File: config.mk
export PLATFORM = sky130hd
export DESIGN_NAME = uart_hamming_transmitter
export DESIGN_NICKNAME = d
export VERILOG_FILES = /design/src/rtl/uart_hamming_transmitter.sv
export SDC_FILE = /design/constraint.sdc
export NUM_CORES = 1
export LEC_CHECK = 0
export CAP_MARGIN = 20
export CORE_UTILIZATION = 50
export DETAILED_ROUTE_END_ITERATION = 10
export GPL_TIMING_DRIVEN = 0
export PLACE_DENSITY = 0.74
export SLEW_MARGIN = 40
export SYNTH_ARGS = -nofsm -noshare
export SYNTH_HDL_FRONTEND = slang
export SYNTH_SLANG_ARGS = --single-unit
File: constraint.sdc
create_clock -name clk -period 2.8 [get_ports clk]
set_clock_uncertainty 0.15 [all_clocks]
set_input_delay 0.56 -clock clk [delete_from_list [all_inputs] [get_ports clk]]
set_output_delay 0.56 -clock clk [all_outputs]
set_load 0.02 [all_outputs]
File: src/rtl/uart_hamming_transmitter.sv
`default_nettype none
// ============================================================================
// Module      : uart_hamming_transmitter
// Description : Serial transmit side of a Hamming(7,4) UART link. A 4-bit
//               nibble is accepted over a valid/ready handshake into a
//               one-entry holding register, encoded into a 7-bit Hamming
//               codeword and sent as an idle-high UART frame
//               (start, 7 data bits LSB first, STOP_BITS stop bits). Frame
//               timing advances only on cycles where ena_i is high.
// Ports       : clk            clock, all logic on the rising edge
//               rst            synchronous active-high reset
//               ena_i          oversampling tick
//               data_in_i[3:0] nibble to send
//               data_valid_i   data_in_i is valid this cycle
//               data_ready_o   holding register empty (registered)
//               tx_o           serial line, idle high (registered)
//               busy_o         a frame is on the line (registered)
//               frame_done_o   pulse on the last tick of the final stop bit
//               state_out_o    current FSM state for debug
// Revision    : 1.0 - initial release
// ============================================================================
module uart_hamming_transmitter #(
    parameter int SAMPLES_PER_BIT = 8,
    parameter int STOP_BITS       = 1
) (
    input  logic       clk,
    input  logic       rst,
    input  logic       ena_i,
    input  logic [3:0] data_in_i,
    input  logic       data_valid_i,
    output logic       data_ready_o,
    output logic       tx_o,
    output logic       busy_o,
    output logic       frame_done_o,
    output logic [1:0] state_out_o
);

    localparam int                c_SC_W         = $clog2(SAMPLES_PER_BIT);
    localparam logic [c_SC_W-1:0] c_SC_LAST      = c_SC_W'(SAMPLES_PER_BIT - 1);
    localparam logic [c_SC_W-1:0] c_SC_ONE       = c_SC_W'(1);
    localparam logic [2:0]        c_BC_DATA_LAST = 3'd6;
    localparam logic [2:0]        c_BC_STOP_LAST = 3'(STOP_BITS - 1);

    typedef enum logic [1:0] {
        ST_IDLE  = 2'd0,
        ST_START = 2'd1,
        ST_DATA  = 2'd2,
        ST_STOP  = 2'd3
    } state_t;

    // Codeword layout c[6:0] = {d3, d2, d1, p4, d0, p2, p1}; c[0] goes first.
    function automatic logic [6:0] hamming_encode(input logic [3:0] d);
        logic p1;
        logic p2;
        logic p4;
        p1 = d[0] ^ d[1] ^ d[3];
        p2 = d[0] ^ d[2] ^ d[3];
        p4 = d[1] ^ d[2] ^ d[3];
        return {d[3], d[2], d[1], p4, d[0], p2, p1};
    endfunction

    state_t            state_q, state_d;
    logic [c_SC_W-1:0] sc_q, sc_d;
    logic [2:0]        bc_q, bc_d;
    logic [6:0]        shift_q, shift_d;
    logic [3:0]        hold_q, hold_d;
    logic              hold_full_q, hold_full_d;
    logic              ready_q, ready_d;
    logic              tx_q, tx_d;
    logic              busy_q, busy_d;
    logic              frame_done_q, frame_done_d;

    logic w_accept;
    logic w_sc_wrap;

    // ready_q is only ever high while hold is empty, so an accept can never
    // coincide with the hold register being drained into the shifter.
    assign w_accept  = data_valid_i & ready_q;
    assign w_sc_wrap = (sc_q == c_SC_LAST);

    always_comb begin
        state_d      = state_q;
        sc_d         = sc_q;
        bc_d         = bc_q;
        shift_d      = shift_q;
        hold_d       = hold_q;
        hold_full_d  = hold_full_q;
        frame_done_d = 1'b0;

        if (w_accept) begin
            hold_d      = data_in_i;
            hold_full_d = 1'b1;
        end

        if (ena_i) begin
            case (state_q)
                ST_IDLE: begin
                    if (hold_full_q) begin
                        shift_d     = hamming_encode(hold_q);
                        hold_full_d = 1'b0;
                        sc_d        = '0;
                        state_d     = ST_START;
                    end
                end
                ST_START: begin
                    if (w_sc_wrap) begin
                        sc_d    = '0;
                        bc_d    = '0;
                        state_d = ST_DATA;
                    end else begin
                        sc_d = sc_q + c_SC_ONE;
                    end
                end
                ST_DATA: begin
                    if (w_sc_wrap) begin
                        sc_d    = '0;
                        shift_d = {1'b0, shift_q[6:1]};
                        if (bc_q == c_BC_DATA_LAST) begin
                            bc_d    = '0;
                            state_d = ST_STOP;
                        end else begin
                            bc_d = bc_q + 3'd1;
                        end
                    end else begin
                        sc_d = sc_q + c_SC_ONE;
                    end
                end
                ST_STOP: begin
                    // bc counts stop bits here, so STOP_BITS=2 needs no
                    // extra counter.
                    if (w_sc_wrap) begin
                        sc_d = '0;
                        if (bc_q == c_BC_STOP_LAST) begin
                            bc_d         = '0;
                            frame_done_d = 1'b1;
                            if (hold_full_q) begin
                                shift_d     = hamming_encode(hold_q);
                                hold_full_d = 1'b0;
                                state_d     = ST_START;
                            end else begin
                                state_d = ST_IDLE;
                            end
                        end else begin
                            bc_d = bc_q + 3'd1;
                        end
                    end else begin
                        sc_d = sc_q + c_SC_ONE;
                    end
                end
                default: begin
                    state_d = ST_IDLE;
                    sc_d    = '0;
                    bc_d    = '0;
                end
            endcase
        end

        ready_d = ~hold_full_d;
        busy_d  = (state_d != ST_IDLE);

        // tx is derived from the next state so the line is registered and
        // changes on the same edge as the state.
        case (state_d)
            ST_START: tx_d = 1'b0;
            ST_DATA:  tx_d = shift_d[0];
            default:  tx_d = 1'b1;
        endcase
    end

    always_ff @(posedge clk) begin
        if (rst) begin
            state_q      <= ST_IDLE;
            sc_q         <= '0;
            bc_q         <= '0;
            shift_q      <= '0;
            hold_q       <= '0;
            hold_full_q  <= 1'b0;
            ready_q      <= 1'b1;
            tx_q         <= 1'b1;
            busy_q       <= 1'b0;
            frame_done_q <= 1'b0;
        end else begin
            state_q      <= state_d;
            sc_q         <= sc_d;
            bc_q         <= bc_d;
            shift_q      <= shift_d;
            hold_q       <= hold_d;
            hold_full_q  <= hold_full_d;
            ready_q      <= ready_d;
            tx_q         <= tx_d;
            busy_q       <= busy_d;
            frame_done_q <= frame_done_d;
        end
    end

    assign data_ready_o = ready_q;
    assign tx_o         = tx_q;
    assign busy_o       = busy_q;
    assign frame_done_o = frame_done_q;
    assign state_out_o  = state_q;

endmodule
`default_nettype wire

==> results.json <==
{
  "cts_tree": "yes",
  "instances_no_fill": 202,
  "setup_violations": 0,
  "die_x_um": 55.0,
  "dr.pass1.iters": 4,
  "worstSetupStartpointType": "flop",
  "worst-setup-path-type": "flop to flop",
  "end_kind": "flop",
  "cts_resized": 0,
  "cts_hold_buf": 0,
  "layout-drive-gt1-share_pct": 11.6,
  "cts_buffers": 3,
  "wl_per_cell_um": 14.2,
  "htree_num_levels": 1,
  "worstMarginPinSlew_ps": 521,
  "via_per_inst": 5.82,
  "synth_compound_area_share_pct": 25.4,
  "yosysWarnings": 0,
  "crit_arrival_ps": 2320,
  "p_per_area_nw_per_um2": 451,
  "drv_cap": 0,
  "final_net_count": 190,
  "synth.ff_latch_count": 24,
  "io_pins": 14,
  "postSynthCellCount": 155,
  "drtIter0Drc": 13,
  "avgSynthCellArea_sq_um": 9.05,
  "yosysTopAreaCell": "dfxtp_1",
  "die-area_sq_um": 3020,
  "grt_pass1_vias": 1090,
  "drc": 0,
  "power_leakage_nw": 0.619,
  "dp.cells": 198,
  "clkTransAtPathRegs_ps": 130,
  "synth_edf_count": 0,
  "critPathRequiredTime_ps": 2850,
  "final_core_util_pct": 62.6,
  "synth_cell_types": 47,
  "postRouteAntennaNets": 0,
  "grt_pass1_wl_mm": 4.71,
  "wl_mm": 2.86,
  "peakVddDrop_mv": 0.289,
  "hold_path_class": "flop to flop",
  "antennaDiodeCount": 0,
  "cts_setup_buffers": 0,
  "max_freq_mhz": 440,
  "synth_xor_area_share_pct": 4.64,
  "dp_hpwl_mm": 2.14,
  "start_util_pct": 54.6,
  "rsz0062_at_grt": "no",
  "num_rows": 18,
  "syn2layout_area_growth_pct": 14.5,
  "cp_slowest_cell": "dfxtp_1",
  "maxSlewViolCount": 0,
  "async_flop_share_pct": 0,
  "overflow": 0,
  "ys.flop_type": "dfxtp_1",
  "grt_max_degree": 14,
  "clock_path_buffers": 2,
  "hold_violations": 0,
  "synth_top_family_by_area": "compound AO/OA/AOI/OAI gates",
  "cts-root-buf": "clkbuf_4",
  "period_minus_slack_ps": 2270,
  "rrSetupSlack_ps": 530,
  "synthMuxAreaShare_pct": 2.23,
  "synth_nets": 172,
  "period_share_pct": 81.1,
  "die_y_um": 55.0,
  "synth-seq-area-share_pct": 34.3,
  "vias": 1175,
  "antenna_found_initial": 0,
  "clk_latency_ps": 310,
  "synth_fa_ha_area_share_pct": 8.03,
  "relSlewSlack_pct": 65.2,
  "netlist_top_cells_area": "dfxtp_1, ha_1, nor2_1, a21oi_1, a22oi_1",
  "cp_max_fo": 10,
  "synth_area_sq_um": 1400,
  "design.core.area_sq_um": 2570,
  "cts.sinks": 24,
  "slowest_delay_ps": 530,
  "io_buffers": 13,
  "gp_congestion": 0.844,
  "tns_ps": 0,
  "synth_top_area_share_pct": 34.3,
  "track_usage_pct": 21.2,
  "cp_cell_sequence": "inv_1 > ha_1 > and2b_1 > o221a_1 > buf_2 > o21ai_2 > a22oi_1 > nor2_1",
  "status": "finished clean",
  "synth_simple_gate_area_share_pct": 18.2
}
-- cells in the final DEF, fill, tap and decap left out, types with 2 or more instances in the layout --
cell type	count
a31oi_1	2
nor3_1	4
xor3_1	2
buf_2	2
o211ai_1	2
inv_1	9
a22oi_1	7
a32o_1	2
o21ai_1	4
nand2_1	9
buf_6	2
nand3_1	8
nor2_1	18
xnor2_1	2
clkbuf_4	3
mux2i_1	2
clkbuf_1	3
ha_1	9
a21oi_1	13
nand3b_1	2
nor2b_1	2
a21o_1	2
dfxtp_1	24
clkdlybuf4s50_1	13
-- synth_stat cells, types with 3 or more instances --
cell and number:
dfxtp_1 24, o21ai_1 4, clkbuf_1 3, nor2_1 18
nand2_1 9, ha_1 9, a22oi_1 7, nand3_1 8
inv_1 9, a21oi_1 13, nor3_1 4
-- stage by stage --
step | setup slack [ps] | hold WS, ps | instance area, sq um | power [W]
floorplan | 682 | 315 | 1400 | 0.000498
global placement | 425 | 335 | 1570 | 0.000545
detailed placement | 377 | 353 | 1570 | 0.000550
CTS | 549 | 372 | 1610 | 0.000730
global route | 422 | 396 | 1610 | 0.000760
finish | 528 | 379 | 1610 | 0.000725
-- per-layer routing --
metal | vias up | GRT usage, % | routed length, um
met5 | - | 0 | 0
met4 | 0 | 5.00 | 14
met3 | 4 | 3.01 | 66
met2 | 12 | 35.7 | 1340
met1 | 565 | 28.4 | 1440
li1 | 594 | - | -
-- layout make-up --
cell class                 instances  area [sq um]
fill                             220           961
multi-input combinational        113           821
sequential                        24           480
timing repair buffer              13           130
buffer                             8          63.8
inverter                          10          37.5
tap                               30          37.5
clock buffer                       4          36.3
-- state kept, by name, summed over array words and instances, names as in the netlist --
signal	cells
bc_q	3
busy_o	1
data_ready_o	1
frame_done_o	1
hold_full_q	1
hold_q	4
sc_q	3
shift_q	7
state_out_o	2
tx_o	1
-- kinds of logic (layout without fill, tap and decap cells) --
family	Yosys count	in the layout
simple gates	50	50
buf+inv	18	35
fa+ha+maj	9	9
mux	3	3
flops	24	24
compound gates	47	47
xor+xnor	4	4
-- final timing paths --
| kind | to | start | cells past startpoint |
|---|---|---|---|
| hold / removal | hold_q[0]$_SDFFE_PP0P_ | hold_q[0]$_SDFFE_PP0P_ | 2 |
| hold reg to reg | hold_q[0]$_SDFFE_PP0P_ | hold_q[0]$_SDFFE_PP0P_ | 2 |
| setup / recovery | shift_q[5]$_SDFFE_PP0P_ | state_out_o[1]$_SDFF_PP0_ | 8 |
| setup reg to reg | shift_q[5]$_SDFFE_PP0P_ | state_out_o[1]$_SDFF_PP0_ | 8 |
-- critical path: cells and delay by family (launching register included) --
family / cells / cell delay (ps)
buf+inv: 2 / 330
flops: 1 / 530
compound gates: 3 / 490
simple gates: 2 / 340
fa+ha+maj: 1 / 310
-- where the power goes --
group | internal [W] | leakage [nW] | switching [W]
sequential | 0.000361 | 0.196 | 0.0000188
clock | 0.0000794 | 0.0210 | 0.000102
combinational | 0.0000797 | 0.402 | 0.0000837
No activity file was read; power rests on OpenSTA's default activity.
==> patch 1, RTL diff (same settings) <==
The output `tx_o` loses its register stage (`tx_q` becomes a continuous assignment).
--- a/src/rtl/uart_hamming_transmitter.sv
+++ b/src/rtl/uart_hamming_transmitter.sv
@@ -177,5 +177,4 @@
             hold_full_q  <= 1'b0;
             ready_q      <= 1'b1;
-            tx_q         <= 1'b1;
             busy_q       <= 1'b0;
             frame_done_q <= 1'b0;
@@ -188,9 +187,10 @@
             hold_full_q  <= hold_full_d;
             ready_q      <= ready_d;
-            tx_q         <= tx_d;
             busy_q       <= busy_d;
             frame_done_q <= frame_done_d;
         end
     end
+
+    assign tx_q = tx_d;
 
     assign data_ready_o = ready_q;
Function: changed (Yosys sat finds a counterexample within 4 cycles, from zero or initial values and one cycle with rst high).
==> patch 1 against the unedited design <==
- the flow now finishes with violations (setup timing)
- fmax down 19%
- total power down 5.2%
- core utilization up 6.0 points
- count of clock-buffer cells in the layout down 1
- non-clock buffer count up 8
- worst setup slack worse by 0.54 ns
- wire length up 5.3%
- area after synthesis down 5.3%
- cell area up 6.7%
- sequential cell count down 1
- via count up 0.17%
==> patch 1: results <==
{
  "status": "complete, but fails checks",
  "violations": "setup timing",
  "worst_pin_slew_ns": 0.6471,
  "vias": 1177,
  "holdWs_ns": 0.3435,
  "ys_top_cells_by_area": "dfxtp_1 (35%), ha_1 (8.5%), xor3_1 (5.4%)",
  "layout-drive-gt1-share_pct": 24.57,
  "slowest_delay_ns": 0.36,
  "totalWireLength_mm": 3.011,
  "syn-num-nets": 165,
  "syn_inst": 148,
  "use_met3_pct": 5.932,
  "grt_pass1_vias": 1047,
  "setup_viol": 1,
  "synth_flop_cell": "dfxtp_1",
  "yosysUniqueCellTypes": 39,
  "grt_usage_pct": 22.64,
  "fin_ws_ns": -0.01173,
  "final_nets": 193,
  "r2r_slack_ns": 0.81,
  "placed_cells": 191,
  "cp_top_family": "compound AO/OA/AOI/OAI gates",
  "drt_iter0_drc": 40,
  "ir_worst_vdd_uv": 360.7,
  "grt_pass1_wl_mm": 4.643,
  "stdcell_count": 205,
  "dpl_cell_area_um2": 1496,
  "power.leakage_nw": 0.6560,
  "dp_slack_ns": -0.6349,
  "gp_congestion": 0.9024,
  "grt_util_met1_pct": 28.01,
  "cp_max_fo": 4,
  "ys_seq_area_share_pct": 34.65,
  "hpwlAfterDp_mm": 1.952,
  "use_met2_pct": 37.71,
  "arrival_ns": 2.10
}
## patch 1: cell types whose count changed after synthesis, moves of 2 or more
cell and change:
a21o_1 -2, a22oi_1 -2, a32o_1 -2, buf_6 -2, mux2i_1 +2, nand2_1 -2, nand2b_1 +4, nor2_1 -4
o21ai_0 +5, xnor2_1 -2
## patch 1: kinds of logic (layout without fill, tap and decap cells)
kind of cell / after synthesis / in the layout / synth area share [%]
muxes: 4 / 4 / 3.013
and+or+nand+nor: 49 / 49 / 20.06
xor gates and xnor gates: 3 / 3 / 5.367
AOI/OAI and AO/OA: 44 / 44 / 23.35
adders and majority gates: 9 / 9 / 8.475
buffers and inverters: 16 / 43 / 5.085
DFF: 23 / 23 / 34.65
## patch 1: stage by stage
step | setup TNS, ns | power (mW)
after CTS | 0 | 0.6676
after detailed placement | -0.6349 | 0.5062
after floorplan | 0 | 0.4599
after global routing | -0.1118 | 0.7236
final | -0.01173 | 0.6872
after global placement | -0.6368 | 0.5044
## patch 1: worst reg2reg max path, stage by stage (launching register included)
cell and delay, ns:
dfxtp_4 0.41, inv_1 0.07, ha_1 0.25, nand2b_2 0.27, a221oi_4 0.35, o21ai_2 0.15
a32oi_1 0.19, nor2_1 0.05
## patch 1: cell type report
class | instances | area (µm²)
Multi-Input combinational cell | 109 | 899.6
Sequential cell | 23 | 470.5
Inverter | 10 | 37.54
Buffer | 6 | 42.54
Fill cell | 175 | 785.8
Clock buffer | 3 | 22.52
Tap cell | 30 | 37.54
Timing Repair Buffer | 23 | 198.9
Clock inverter | 1 | 5.005
## patch 1: layer usage
layer / share of wire [%] / routed length (µm) / vias up
li1: - / - / 595
met1: 45 / 1363 / 560
met2: 50 / 1506 / 18
met3: 3.3 / 100 / 4
met4: 1.4 / 41 / 0
met5: 0 / 0 / -
## patch 1: path summary, 6_finish.rpt
| check | cells after the start | to | start |
|---|---|---|---|
| worst max-delay path | 9 | tx_o | sc_q[0] |
| worst max register to register | 7 | shift_q[6] | state_out_o[1] |
| worst min register to register | 2 | shift_q[5] | shift_q[5] |
| worst min-delay path | 2 | shift_q[5] | shift_q[5] |
## patch 1: power by group
part / total (mW) / switching [mW] / internal [mW]
combinational: 0.165 / 0.0825 / 0.0824
sequential: 0.360 / 0.0169 / 0.343
clock: 0.163 / 0.109 / 0.0537
total: 0.687 / 0.208 / 0.479
## patch 1: timing repair
action | in CTS | in global routing
hold buffers | 0 | 0
pin swaps | 2 | 5
hold endpoints to repair | 0 | 0
buffers inserted | 5 | 4
cloned | 1 | 0
setup endpoints to repair | 1 | 1
gates resized for setup | 18 | 17
==> patch 2, RTL diff (same settings) <==
Made on the original files. The parameter `SAMPLES_PER_BIT` goes from 8 to 16.
--- a/src/rtl/uart_hamming_transmitter.sv
+++ b/src/rtl/uart_hamming_transmitter.sv
@@ -21,5 +21,5 @@
 // ============================================================================
 module uart_hamming_transmitter #(
-    parameter int SAMPLES_PER_BIT = 8,
+    parameter int SAMPLES_PER_BIT = 16,
     parameter int STOP_BITS       = 1
 ) (
Formal check against the unedited RTL: no difference found for any inputs over 10 cycles, from zero or initial values and one cycle with rst high; that may be too few to reach the edited logic, so the function may still have changed.
==> patch 2 against the unedited design <==
- via count rose by 2.5%
- core utilization fell by 1.1 points
- cell area fell by 2.6%
- worst setup slack gained 0.017 ns
- sequential power grew 5%
- largest power group unchanged
- total power up 3.0%
- wire length increased by 4.6%
- area after synthesis down 1.9%
- sequential cell count rose by 1
- largest cell class unchanged
==> patch 2: results <==
{
  "cts_buffers": 3,
  "grt_max_degree": 16,
  "rr_startpoint": "state_out_o[0]",
  "io_buffer_count": 12,
  "totalWireLength_mm": 2.991,
  "holdCritStartpoint": "hold_q[2]",
  "clkTransAtPathRegs_ns": 0.15,
  "syn-num-nets": 173,
  "whs_path_depth": 2,
  "yosysWarnings": 0,
  "reg.largest.list": "shift_q (7), hold_q (4), sc_q (4)",
  "ys_seq_area_share_pct": 36.36,
  "worst_pin_slew_ns": 0.5997,
  "worstHoldEndpoint": "hold_q[2]",
  "ir_worst_vdd_uv": 457.0,
  "grt_pass1_wl_mm": 4.947,
  "drt_iter0_drc": 26,
  "yosysUniqueCellTypes": 43,
  "slowest_delay_ns": 0.51,
  "status": "complete, no violations",
  "synth_common_cells": "dfxtp_1 (25), nor2_1 (18), a21oi_1 (14)",
  "hpwlAfterDp_mm": 2.183,
  "power.leakage_nw": 0.5750,
  "p_sw_uw": 232.7,
  "vias": 1204,
  "layout-drive-gt1-share_pct": 9.827,
  "ys_top_cells_by_area": "dfxtp_1 (36%), ha_1 (7.3%), a21oi_1 (5.1%)",
  "slew_viol_final": 0,
  "worst_r2r_path_depth": 7,
  "cp_max_fo": 8,
  "gp_congestion": 0.7821,
  "regMostFlops": "shift_q",
  "r2r_slack_ns": 0.54,
  "timing.rr.end": "tx_o",
  "htreeDepth": 1,
  "grt_usage_pct": 22.77,
  "min_path_type": "register to register",
  "synth_flop_cell": "dfxtp_1"
}
patch 2: cell count changes after synthesis, sizes merged, moves of 3 or more:
cell and delta:
a22o +5, inv -4, o21ai -4, a32o -3, o31ai +3, xnor2 +3
patch 2: worst max path at each step:
stage	startpoint	to	slack [ns]	depth (start not counted)
floorplan	state_out_o[0]	tx_o	0.73	8
global placement	ena_i	tx_o	0.29	6
detailed placement	ena_i	tx_o	0.25	6
CTS	state_out_o[0]	tx_o	0.51	7
global route	state_out_o[0]	tx_o	0.35	7
finish	state_out_o[0]	tx_o	0.54	7
patch 2: worst max-delay path, delay by kind of cell, from the launching register on:
kind,cells,cell delay [ns]
compound gates,3,0.75
flops,1,0.51
fa+ha+maj,1,0.28
simple gates,1,0.23
buf+inv,2,0.23
patch 2: final cells by class:
type                       count  area (µm²)
clock inverter                 1       7.507
timing repair buffer          12       120.1
multi-input combinational    119       823.3
inverter                       6       22.52
tap                           30       37.54
buffer                         7       30.03
clock buffer                   3       22.52
sequential                    25       500.5
fill                         248       980.9
patch 2: per-layer routing:
| metal | up-vias | global-route usage [%] | wire length, µm |
|---|---|---|---|
| met3 | 2 | 3.056 | 95 |
| li1 | 608 | - | - |
| met4 | 0 | 5.556 | 13 |
| met2 | 18 | 36.18 | 1383 |
| met1 | 576 | 32.26 | 1499 |
| met5 | - | 0 | 0 |
patch 2: cell families after synthesis:
group	after synthesis	synth area share, %
buffers and inverters	13	3.817
adders and majority gates	8	7.273
xor gates and xnor gates	5	3.182
AOI/OAI and AO/OA	49	27.00
and+or+nand+nor	55	20.91
DFF	25	36.36
muxes	2	1.455
patch 2: power by group through the flow:
stage / sequential [mW] / clock (mW) / combinational [mW]
floorplan: 0.413 / 0 / 0.113
global placement: 0.405 / 0 / 0.173
detailed placement: 0.406 / 0 / 0.177
CTS: 0.399 / 0.174 / 0.178
global route: 0.402 / 0.187 / 0.197
finish: 0.399 / 0.170 / 0.178
patch 2: through the flow:
step	worst slack (ns)	hold slack [ns]	cells	area [µm²]	power [mW]
after floorplan	0.7251	0.3129	157	1376	0.5259
after global placement	0.2916	0.3344	199	1534	0.5783
after detailed placement	0.2524	0.3463	199	1534	0.5828
after CTS	0.5138	0.3670	203	1564	0.7505
after global routing	0.3483	0.3878	203	1564	0.7851
final	0.5447	0.3632	203	1564	0.7464
